===== config.mk =====
export PLATFORM = sky130hd
export DESIGN_NAME = flash_op_arbiter
export DESIGN_NICKNAME = d
export VERILOG_FILES = /design/src/rtl/flash_op_pkg.sv /design/src/rtl/rr_arbiter_n.sv /design/src/rtl/flash_op_arbiter.sv
export SDC_FILE = /design/constraint.sdc
export NUM_CORES = 1
export LEC_CHECK = 0
export CORE_MARGIN = 2
export CORE_UTILIZATION = 38
export CTS_BUF_LIST = sky130_fd_sc_hd__clkbuf_8
export DETAILED_ROUTE_END_ITERATION = 8
export PLACE_DENSITY = 0.83
export SLEW_MARGIN = 20
export SYNTH_ARGS = -nofsm -noshare
export SYNTH_HDL_FRONTEND = slang
export SYNTH_HIERARCHICAL = 1
export SYNTH_SLANG_ARGS = --single-unit

===== constraint.sdc =====
create_clock -name i_clk -period 1.9 [get_ports i_clk]
set_clock_uncertainty 0.15 [all_clocks]
set_input_delay 0.38 -clock i_clk [delete_from_list [all_inputs] [get_ports i_clk]]
set_output_delay 0.38 -clock i_clk [all_outputs]
set_load 0.1 [all_outputs]

===== src/rtl/flash_op_pkg.sv =====
// Shared types and constants for the flash operation arbiter.
// Holds the operation type codes, the arbiter state encoding and the
// interface field widths used by flash_op_arbiter and its sub-module.
package flash_op_pkg;

  localparam int unsigned P_TYPE_W = 2;
  localparam int unsigned P_ADDR_W = 24;
  localparam int unsigned P_NUM_W  = 9;
  localparam int unsigned P_DATA_W = 8;

  localparam logic [P_TYPE_W-1:0] P_TYPE_CLEAR = 2'd0;
  localparam logic [P_TYPE_W-1:0] P_TYPE_WRITE = 2'd1;
  localparam logic [P_TYPE_W-1:0] P_TYPE_READ  = 2'd2;

  typedef enum logic [0:0] {
    StIdle = 1'b0,
    StBusy = 1'b1
  } arb_state_e;

endpackage


===== src/rtl/rr_arbiter_n.sv =====
// Round-robin priority select.
// Ports:
//   i_valid - request vector, one bit per requester
//   i_ptr   - index of the last winner; search starts at i_ptr+1 and wraps
//   o_sel   - index of the first set request found (0 when none)
//   o_any   - at least one request is set
// Purely combinational.
module rr_arbiter_n #(
  parameter int unsigned P_N = 2,
  parameter int unsigned P_W = 1
) (
  input  logic [P_N-1:0] i_valid,
  input  logic [P_W-1:0] i_ptr,
  output logic [P_W-1:0] o_sel,
  output logic           o_any
);

  // One extra bit so ptr + offset (at most 2*P_N-1) never overflows.
  logic [P_W:0] w_idx;

  always_comb begin
    o_sel = '0;
    o_any = |i_valid;
    w_idx = '0;
    // Walk offsets from farthest to nearest so the nearest hit wins.
    for (int off = int'(P_N); off >= 1; off--) begin
      w_idx = {1'b0, i_ptr} + (P_W+1)'(off);
      if (w_idx >= (P_W+1)'(P_N)) begin
        w_idx = w_idx - (P_W+1)'(P_N);
      end
      if (i_valid[w_idx[P_W-1:0]]) begin
        o_sel = w_idx[P_W-1:0];
      end
    end
  end

endmodule


===== src/rtl/flash_op_arbiter.sv =====
// Shares one flash driver op/write/read interface among P_USER_NUM requesters.
// Ports:
//   i_u_op_*  / o_u_op_ready - per-requester operation request, packed per requester
//   i_u_wr_*                 - per-requester write stream
//   o_u_rd_*                 - read stream back to the granted requester (data broadcast)
//   o_op_*    / i_op_ready   - operation interface to the driver
//   o_wr_*                   - write stream to the driver
//   i_rd_*                   - read stream from the driver
//   o_grant                  - index of the current/last granted requester
// A grant is taken at the op handshake and held until the driver's ready has
// gone low and come back high, which marks the operation complete.
module flash_op_arbiter
  import flash_op_pkg::*;
#(
  parameter int unsigned P_USER_NUM = 2,
  parameter int unsigned P_GRANT_W  = $clog2(P_USER_NUM)
) (
  input  logic                             i_clk,
  input  logic                             i_rst_n,
  input  logic [P_TYPE_W*P_USER_NUM-1:0]   i_u_op_type,
  input  logic [P_ADDR_W*P_USER_NUM-1:0]   i_u_op_addr,
  input  logic [P_NUM_W*P_USER_NUM-1:0]    i_u_op_num,
  input  logic [P_USER_NUM-1:0]            i_u_op_valid,
  output logic [P_USER_NUM-1:0]            o_u_op_ready,
  input  logic [P_DATA_W*P_USER_NUM-1:0]   i_u_wr_data,
  input  logic [P_USER_NUM-1:0]            i_u_wr_sop,
  input  logic [P_USER_NUM-1:0]            i_u_wr_eop,
  input  logic [P_USER_NUM-1:0]            i_u_wr_valid,
  output logic [P_DATA_W-1:0]              o_u_rd_data,
  output logic [P_USER_NUM-1:0]            o_u_rd_sop,
  output logic [P_USER_NUM-1:0]            o_u_rd_eop,
  output logic [P_USER_NUM-1:0]            o_u_rd_valid,
  output logic [P_TYPE_W-1:0]              o_op_type,
  output logic [P_ADDR_W-1:0]              o_op_addr,
  output logic [P_NUM_W-1:0]               o_op_num,
  output logic                             o_op_valid,
  input  logic                             i_op_ready,
  output logic [P_DATA_W-1:0]              o_wr_data,
  output logic                             o_wr_sop,
  output logic                             o_wr_eop,
  output logic                             o_wr_valid,
  input  logic [P_DATA_W-1:0]              i_rd_data,
  input  logic                             i_rd_sop,
  input  logic                             i_rd_eop,
  input  logic                             i_rd_valid,
  output logic [P_GRANT_W-1:0]             o_grant
);

  arb_state_e             r_state, w_state_nxt;
  logic [P_GRANT_W-1:0]   r_ptr;
  logic [P_GRANT_W-1:0]   r_grant;
  logic                   r_seen_low;

  logic [P_GRANT_W-1:0]   w_sel;
  logic                   w_any;
  logic                   w_idle;
  logic                   w_hs;
  logic                   w_wr_en;
  logic [P_GRANT_W-1:0]   w_wr_idx;
  logic [P_USER_NUM-1:0]  w_gnt_oh;

  logic [P_TYPE_W-1:0]    w_u_type  [P_USER_NUM];
  logic [P_ADDR_W-1:0]    w_u_addr  [P_USER_NUM];
  logic [P_NUM_W-1:0]     w_u_num   [P_USER_NUM];
  logic [P_DATA_W-1:0]    w_u_wdata [P_USER_NUM];

  rr_arbiter_n #(
    .P_N (P_USER_NUM),
    .P_W (P_GRANT_W)
  ) u_rr (
    .i_valid (i_u_op_valid),
    .i_ptr   (r_ptr),
    .o_sel   (w_sel),
    .o_any   (w_any)
  );

  // Unpack the per-requester fields.
  always_comb begin
    for (int k = 0; k < int'(P_USER_NUM); k++) begin
      w_u_type[k]  = i_u_op_type[k*P_TYPE_W +: P_TYPE_W];
      w_u_addr[k]  = i_u_op_addr[k*P_ADDR_W +: P_ADDR_W];
      w_u_num[k]   = i_u_op_num[k*P_NUM_W +: P_NUM_W];
      w_u_wdata[k] = i_u_wr_data[k*P_DATA_W +: P_DATA_W];
    end
  end

  assign w_idle = (r_state == StIdle);
  // valid[sel] is implied by w_any, and ready[sel] reduces to idle & i_op_ready.
  assign w_hs   = w_idle & i_op_ready & w_any;

  // With no request pending every ready is high, so each requester sees a
  // rising edge when the driver completes.
  always_comb begin
    o_u_op_ready = '0;
    w_gnt_oh     = '0;
    for (int k = 0; k < int'(P_USER_NUM); k++) begin
      o_u_op_ready[k] = w_idle & i_op_ready & (~w_any | (w_sel == P_GRANT_W'(k)));
      w_gnt_oh[k]     = (r_grant == P_GRANT_W'(k));
    end
  end

  always_comb begin
    w_state_nxt = r_state;
    unique case (r_state)
      StIdle:  if (w_hs) w_state_nxt = StBusy;
      StBusy:  if (r_seen_low && i_op_ready) w_state_nxt = StIdle;
      default: w_state_nxt = StIdle;
    endcase
  end

  always_ff @(posedge i_clk or negedge i_rst_n) begin
    if (!i_rst_n) begin
      r_state    <= StIdle;
      r_ptr      <= P_GRANT_W'(P_USER_NUM - 1);
      r_grant    <= '0;
      r_seen_low <= 1'b0;
      o_op_valid <= 1'b0;
      o_op_type  <= '0;
      o_op_addr  <= '0;
      o_op_num   <= '0;
    end else begin
      r_state    <= w_state_nxt;
      o_op_valid <= w_hs;
      if (w_hs) begin
        r_grant    <= w_sel;
        r_ptr      <= w_sel;
        r_seen_low <= 1'b0;
        o_op_type  <= w_u_type[w_sel];
        o_op_addr  <= w_u_addr[w_sel];
        o_op_num   <= w_u_num[w_sel];
      end else if (!w_idle && !i_op_ready) begin
        r_seen_low <= 1'b1;
      end
    end
  end

  // The handshake cycle already forwards the winner's beats, so the
  // request-to-data spacing matches a direct connection.
  assign w_wr_en  = w_hs | ~w_idle;
  assign w_wr_idx = w_hs ? w_sel : r_grant;

  always_ff @(posedge i_clk or negedge i_rst_n) begin
    if (!i_rst_n) begin
      o_wr_data    <= '0;
      o_wr_sop     <= 1'b0;
      o_wr_eop     <= 1'b0;
      o_wr_valid   <= 1'b0;
      o_u_rd_data  <= '0;
      o_u_rd_sop   <= '0;
      o_u_rd_eop   <= '0;
      o_u_rd_valid <= '0;
    end else begin
      o_wr_data    <= w_wr_en ? w_u_wdata[w_wr_idx] : '0;
      o_wr_sop     <= w_wr_en & i_u_wr_sop[w_wr_idx];
      o_wr_eop     <= w_wr_en & i_u_wr_eop[w_wr_idx];
      o_wr_valid   <= w_wr_en & i_u_wr_valid[w_wr_idx];
      // Grant holds past completion, so late read beats still route correctly.
      o_u_rd_data  <= i_rd_data;
      o_u_rd_sop   <= w_gnt_oh & {P_USER_NUM{i_rd_sop}};
      o_u_rd_eop   <= w_gnt_oh & {P_USER_NUM{i_rd_eop}};
      o_u_rd_valid <= w_gnt_oh & {P_USER_NUM{i_rd_valid}};
    end
  end

  assign o_grant = r_grant;

endmodule


==> flow_summary_export.csv, run 1 <==
group,metric,value,unit
yosys,netlist_area,2720,um2
setup_path,start_kind,"flip-flop",
clocking,cts_buffer_depth,2,
power_and_ir_drop,p_comb_share,66.8,%
global_route,grt_antenna_before_repair,0,
layout,num_antenna_cells,0,
die,fp.dieH,88.5,um
clocking,cts_root_buf,"clkbuf_8",
routing,antenna_left,0,
layout,fillers,380,
power_and_ir_drop,power.clock.fraction,11.2,%
routing,vias,2415,
sta,finalSetupViolCount,2,
layout,fin_nets,537,
clocking,htree_levels,3,
power_and_ir_drop,seqPwrFrac,22.0,%
setup_path,required,1370,ps
clocking,cts_made_buffers,9,
die,die_area,7840,um2
power_and_ir_drop,total_power,0.0114,W
layout,drive_gt1_share,24.7,%
clocking,clk_latency,340,ps
sta,rsz0062_at_grt,"yes",
die,start_util,39.5,%
yosys,syn_area_per_cell,11.2,um2
global_route,grt_max_degree,24,
clocking,cts_tree,"done",
sta,hold_violations,0,
sta,fin_crit_sh,103,%
routing,drt_iter0_drc,84,
setup_path,critPathSlowestCell,"dfstp_2",
routing,wirelength,8070,um
power_and_ir_drop,leakagePower,2.61,nW
power_and_ir_drop,p_switching,0.00598,W
die,num_rows,30,
layout,syn2layout_area_growth,108,%
routing,top_layer,"met4",
clocking,cts.clk_slew.worst_paths,80,ps
die,die_x,88.5,um
routing,met3_length,579,um
setup_path,worst_ep_arrival_time,1430,ps
global_route,grt_pass1_wl,12500,um
yosys,synth_cell_types,24,
clocking,clkSinkCount,65,
setup_path,crit_chain,"a21boi_4, buf_6, a21oi_4, buf_12",
die,core-area,6870,um2
placed_design,io_buffers,171,
worst_hold_path,hp-class,"in -> reg",
yosys,yosys_warnings,6,
placed_design,gp_congestion,0.760,
placed_design,placedCellCount,512,
global_route,grt_overflow,0,
setup_path,slowest_delay,560,ps
flow_run,maxCapViolCount,0,
sta,max_slew.worst_pin.slew,535,ps
layout,final_cells,530,
global_route,grt_usage,21.7,%
routing,wl_met2,4490,um
power_and_ir_drop,switching_share,52.3,%
power_and_ir_drop,vdd_ir_drop_max,1.32,mV
status,failed_checks,"negative setup slack",
setup_path,setup.worst_path.end_class,"output pin",
sta,relSlewSlack,64.3,%
routing,wire_per_inst,15.2,um
setup_path,path_max_fanout,3,
sta,setup_ws,-60.5,ps
sta,fmax,510,MHz
placed_design,hpwlAfterDp,6570,um
layout,fin_util,82.1,%
sta,period_minus_slack,1960,ps
setup_path,critical_path_class,"reg -> out",
status,status,"complete, but fails checks",
routing,wl_met1,2830,um
yosys,synth_cells,243,
routing,dr.pass1.iters,4,
yosys,syn_nets,351,
global_route,grt_pass1_vias,2656,
die,pin_count,172,
yosys,ys_seq_area_share,60.0,%
power_and_ir_drop,p_int,0.00547,W
yosys,ys_ff_latch,65,
sta,slew_violations,0,
routing,drcViolationCount,0,
power_and_ir_drop,power_density,2030,nW/um2
routing,viasPerCell,4.56,
worst paths after layout:
kind / startpoint / end / slack, ps / cells after the start
min reg2reg: r_ptr / r_ptr / 350 / 2
max in group asynchronous: i_rst_n / o_u_rd_data[5] / 680 / 3
min in group asynchronous: i_rst_n / o_grant / 420 / 2
max: r_ptr / o_u_op_ready[0] / -60 / 4
min: i_rd_data[1] / o_u_rd_data[1] / 320 / 1
max reg2reg: r_ptr / o_wr_sop / 130 / 6
synthesized netlist by cell type:
cell	count	share of area, %
a21boi_1	1	0.28
a21o_1	1	0.28
a21oi_1	3	0.55
and2_1	4	0.92
buf_1	1	0.14
buf_2	1	0.18
buf_4	3	0.83
buf_6	2	0.83
clkbuf_1	8	1.1
dfrtp_1	64	59
dfstp_2	1	0.97
inv_1	3	0.41
inv_2	1	0.14
mux2i_1	46	17
mux2i_4	1	0.83
nand2_1	58	8.0
nand2b_1	1	0.23
nand3_1	1	0.18
nand3b_1	1	0.28
nor2_1	1	0.14
nor2b_1	3	0.69
o21ai_0	24	4.4
o21ai_1	13	2.4
or2_1	1	0.23
what timing repair did:
action | 4_1_cts | 5_1_grt
gates cloned | 0 | 0
setup endpoints to repair | 2 | 2
setup buffers | 1 | 0
hold endpoints to repair | 18 | 0
pin swaps | 4 | 3
hold buffers | 1 | 0
gates resized for setup | 7 | 1
stage by stage:
| stage | cell area (um2) | setup TNS [ps] | setup WS, ps | hold WS [ps] |
|---|---|---|---|---|
| 3_5_place_dp | 5390 | -8420 | -305 | 250 |
| 3_3_place_gp | 5390 | -6340 | -185 | 247 |
| 5_1_grt | 5640 | -173 | -106 | 317 |
| 2_1_floorplan | 2770 | -202 | -118 | -65.6 |
| 6_report | 5640 | -82.3 | -60.5 | 318 |
| 4_1_cts | 5640 | -101 | -101 | 304 |
registers in the layout (all words and copies together), names as in the netlist, 2 cells and up:
signal	flops
o_u_rd_valid	2
o_u_rd_data	8
o_u_rd_sop	2
o_op_type	2
o_op_addr	24
o_op_num	9
o_u_rd_eop	2
o_wr_data	8
cell families after synthesis:
family,count (synthesis),share of synthesized area (%)
AND/OR/NAND/NOR,70,10.7
multiplexers,47,17.8
buffers and inverters,19,3.64
AO/OA/AOI/OAI,42,7.93
flip-flops,65,60.0
area by class of cell:
type                            count  area [um2]  area share, %
Clock inverter                      7        95.1           1.69
Tap cell                           96         120           2.13
Sequential cell                    65        1630           28.9
Multi-Input combinational cell    159        1030           18.3
Clock buffer                        9         124           2.20
Inverter                            4        20.0          0.355
Timing Repair Buffer              190        2620           46.5
routing by layer:
metal / up-vias / global-route usage, %
met4: 0 / 10.5
met5: - / 0
li1: 1187 / -
met1: 1111 / 21.2
met3: 14 / 5.69
met2: 103 / 41.7
critical path: cells and delay by family, from the launching register on:
kind / cells / cell delay (ps)
buffers and inverters: 2 / 310
flip-flops: 1 / 560
AO/OA/AOI/OAI: 2 / 210
cells in the final DEF, fill, tap and decap left out:
cell	netlist	routed
a21boi_4	0	1
a21o_1	1	1
a21oi_1	3	1
a21oi_4	0	2
and2_1	4	4
buf_12	0	74
buf_2	1	1
buf_4	3	6
buf_6	2	2
bufinv_16	0	2
clkbuf_8	0	9
clkdlybuf4s15_1	0	1
clkdlybuf4s50_1	0	103
clkinv_2	0	2
clkinv_4	0	3
clkinvlp_4	0	1
dfrtp_1	64	64
dfstp_2	1	1
dlygate4sd2_1	0	2
dlygate4sd3_1	0	1
inv_1	3	2
inv_2	1	1
mux2i_1	46	46
mux2i_4	1	1
nand2_1	58	58
nand2b_4	0	1
nand3_1	1	1
nand3b_1	1	1
nor2_1	1	1
nor2b_1	3	3
o21ai_0	24	24
o21ai_1	13	13
or2_1	1	1
power groups by stage:
stage	Sequential [W]	Clock, W	Combinational (W)
2_1_floorplan	0.00600	0	0.000974
3_5_place_dp	0.00256	0	0.00768
4_1_cts	0.00253	0.00130	0.00770
6_report	0.00252	0.00128	0.00765
5_1_grt	0.00259	0.00137	0.00787
3_3_place_gp	0.00251	0	0.00757
No activity file was read; power rests on OpenSTA's default activity.
==> run 2: changes to the inputs <==
- CORE_UTILIZATION: 38 -> 40
- SYNTH_HIERARCHICAL: 1 -> unset
==> flow_summary_export.csv, run 2 <==
group,metric,value,unit
status,status,"complete, but fails checks",
status,failed_checks,"negative setup slack",
clocking,clk_latency,330,ps
global_route,grt_usage,21.0,%
yosys,synth_common_cells,"dfrtp_1, mux2_4, o21ai_0, mux2_2, mux2i_1",
setup_path,worst_ep_arrival_time,1380,ps
layout,fin_nets,503,
yosys,yosysTopAreaCellShare,51.2,%
routing,drcViolationCount,0,
setup_path,required,1370,ps
die,die_x,92.5,um
die,core-area,7650,um2
layout,top_register,"o_op_addr",
setup_path,r2r-end,"o_op_addr[9]",
placed_design,place_ws,-406,ps
worst_hold_path,hp-class,"in -> reg",
clocking,clkSinkCount,65,
worst_hold_path,min_path_cells,1,
die,start_util,40.9,%
sta,finalSetupViolCount,2,
clocking,cts.clk_slew.worst_paths,70,ps
layout,final_cell_mix,"clkdlybuf4s50_1, buf_12, dfrtp_1",
clocking,cts_tree,"done",
setup_path,rr_startpoint,"r_ptr",
sta,rsz0062_at_grt,"yes",
sta,period_minus_slack,1910,ps
sta,hold_violations,0,
routing,antenna_left,0,
sta,fmax,525,MHz
die,die_area,8550,um2
yosys,ys.flop_type,"dfrtp_1",
clocking,cts_root_buf,"clkbuf_8",
layout,drive_gt1_share,43.8,%
routing,wire_per_inst,17.8,um
yosys,synth_cell_types,24,
flow_run,maxCapViolCount,0,
yosys,ys_ff_latch,65,
global_route,grt_pass1_wl,13700,um
yosys,synth-async-reset-ratio,100,%
routing,vias,2405,
setup_path,path_max_fanout,3,
yosys,ys_seq_area_share,52.0,%
layout,final_cells,502,
yosys,syn_area_per_cell,15.2,um2
clocking,cts_made_buffers,9,
setup_path,rr_worst_depth,6,
layout,largest_reg_flops,24,
routing,drt_iter0_drc,80,
global_route,grt_max_degree,66,
clocking,cts_buffer_depth,2,
yosys,synth_cells,206,
global_route,grt_pass1_vias,2614,
yosys,synth_edf_count,0,
yosys,yosys_warnings,0,
setup_path,setup.worst_path.end_class,"output pin",
placed_design,gp_congestion,0.746,
placed_design,placedCellCount,478,
routing,viasPerCell,4.79,
routing,wirelength,8960,um
setup_path,critical_path_class,"reg -> out",
die,pin_count,172,
worst_hold_path,holdPathEnd,"o_u_rd_data[7]",
global_route,grt_antenna_before_repair,0,
layout,top_regs,"o_op_addr x24, o_op_num x9",
die,num_rows,32,
placed_design,hpwlAfterDp,6480,um
setup_path,cp-startpoint,"r_ptr",
yosys,netlist_area,3130,um2
routing,dr.pass1.iters,4,
setup_path,regToRegSetupSlack,0,ps
yosys,syn_nets,314,
yosys,yosysTopAreaCell,"dfrtp_1",
placed_design,io_buffers,171,
clocking,htree_levels,3,
global_route,grt_overflow,0,
sta,setup_ws,-6.51,ps
layout,layout_commonest_cell,"clkdlybuf4s50_1",
sta,fin_crit_sh,100,%
yosys,yosys-top-cells-area,"dfrtp_1, mux2_4, mux2_2",
worst_hold_path,min-delay-start,"i_rd_data[7]",
sta,slew_violations,0,
yosys,post-synth-top-count-cell,"dfrtp_1",
layout,syn2layout_area_growth,93.4,%
sta,relSlewSlack,60.2,%
layout,num_antenna_cells,0,
sta,max_slew.worst_pin.slew,597,ps
setup_path,start_kind,"flip-flop",
sta,fin_hold_ws,327,ps
die,fp.dieH,92.5,um
run 2: cell count changes in the layout (fill, tap and decap cells not counted), moves of 2 or more:
| cell | before | now |
|---|---|---|
| buf_12 | 74 | 72 |
| buf_4 | 6 | 8 |
| buf_6 | 2 | 0 |
| clkbuf_16 | 0 | 2 |
| clkinv_2 | 2 | 0 |
| clkinv_4 | 3 | 1 |
| inv_1 | 2 | 5 |
| mux2_2 | 0 | 12 |
| mux2_4 | 0 | 58 |
| mux2i_1 | 46 | 11 |
| nand2_1 | 58 | 2 |
| nor2_4 | 0 | 2 |
| o21ai_1 | 13 | 0 |
run 2: worst max path at each step:
stage | slack [ps] | cells past startpoint | to
CTS | -40 | 4 | o_u_op_ready[0]
finish | -7 | 4 | o_u_op_ready[0]
floorplan | 30 | 4 | o_u_op_ready[0]
global route | -50 | 4 | o_u_op_ready[0]
detailed placement | -410 | 5 | o_op_addr[0]
global placement | -330 | 5 | o_op_num[5]
run 2: critical path, cell delays in order, from the launching register on:
cell and delay (ps):
dfstp_2 570, a21boi_4 70, buf_12 130, nor2_4 100, buf_12 180
run 2: kinds of logic (layout without fill, tap and decap cells):
logic type	after synthesis	in the layout	share of synthesized area, %
mux	81	81	35.7
simple gates	15	15	2.56
compound gates	29	29	5.36
flops	65	65	52.0
buf+inv	16	210	4.44
run 2: area by class of cell:
class / instances / area, um2
clock buffers: 10 / 138
flip-flops and latches: 65 / 1630
multi-input cells: 125 / 1420
fillers: 423 / 1590
clock inverters: 6 / 83.8
repair buffers: 191 / 2650
well taps: 102 / 128
inverters: 3 / 11.3
run 2: layer usage:
layer	track usage [%]	wire length [um]
met1	25.0	3530
met2	37.2	4750
met3	6.35	599
met4	4.85	80
met5	0	0
run 2: repair_timing:
item / in CTS / in global routing
gates resized for setup: 6 / 0
hold buffers: 1 / 0
setup endpoints to repair: 7 / 14
hold endpoints to repair: 64 / 0
pin swaps: 4 / 1
gates cloned: 1 / 2
setup buffers: 5 / 0
run 2: per-stage QoR:
stage	utilization (%)	area, um2	setup TNS (ps)
CTS	78.6	6010	-40.6
floorplan	-	3150	0
detailed placement	74.2	5680	-13810
global route	79.2	6060	-194
global placement	74.2	5680	-11130
finish	79.2	6060	-6.63
Power of run 2 is not shown: default switching activity piles up to over one toggle a cycle in this logic, so the estimate is an artifact.
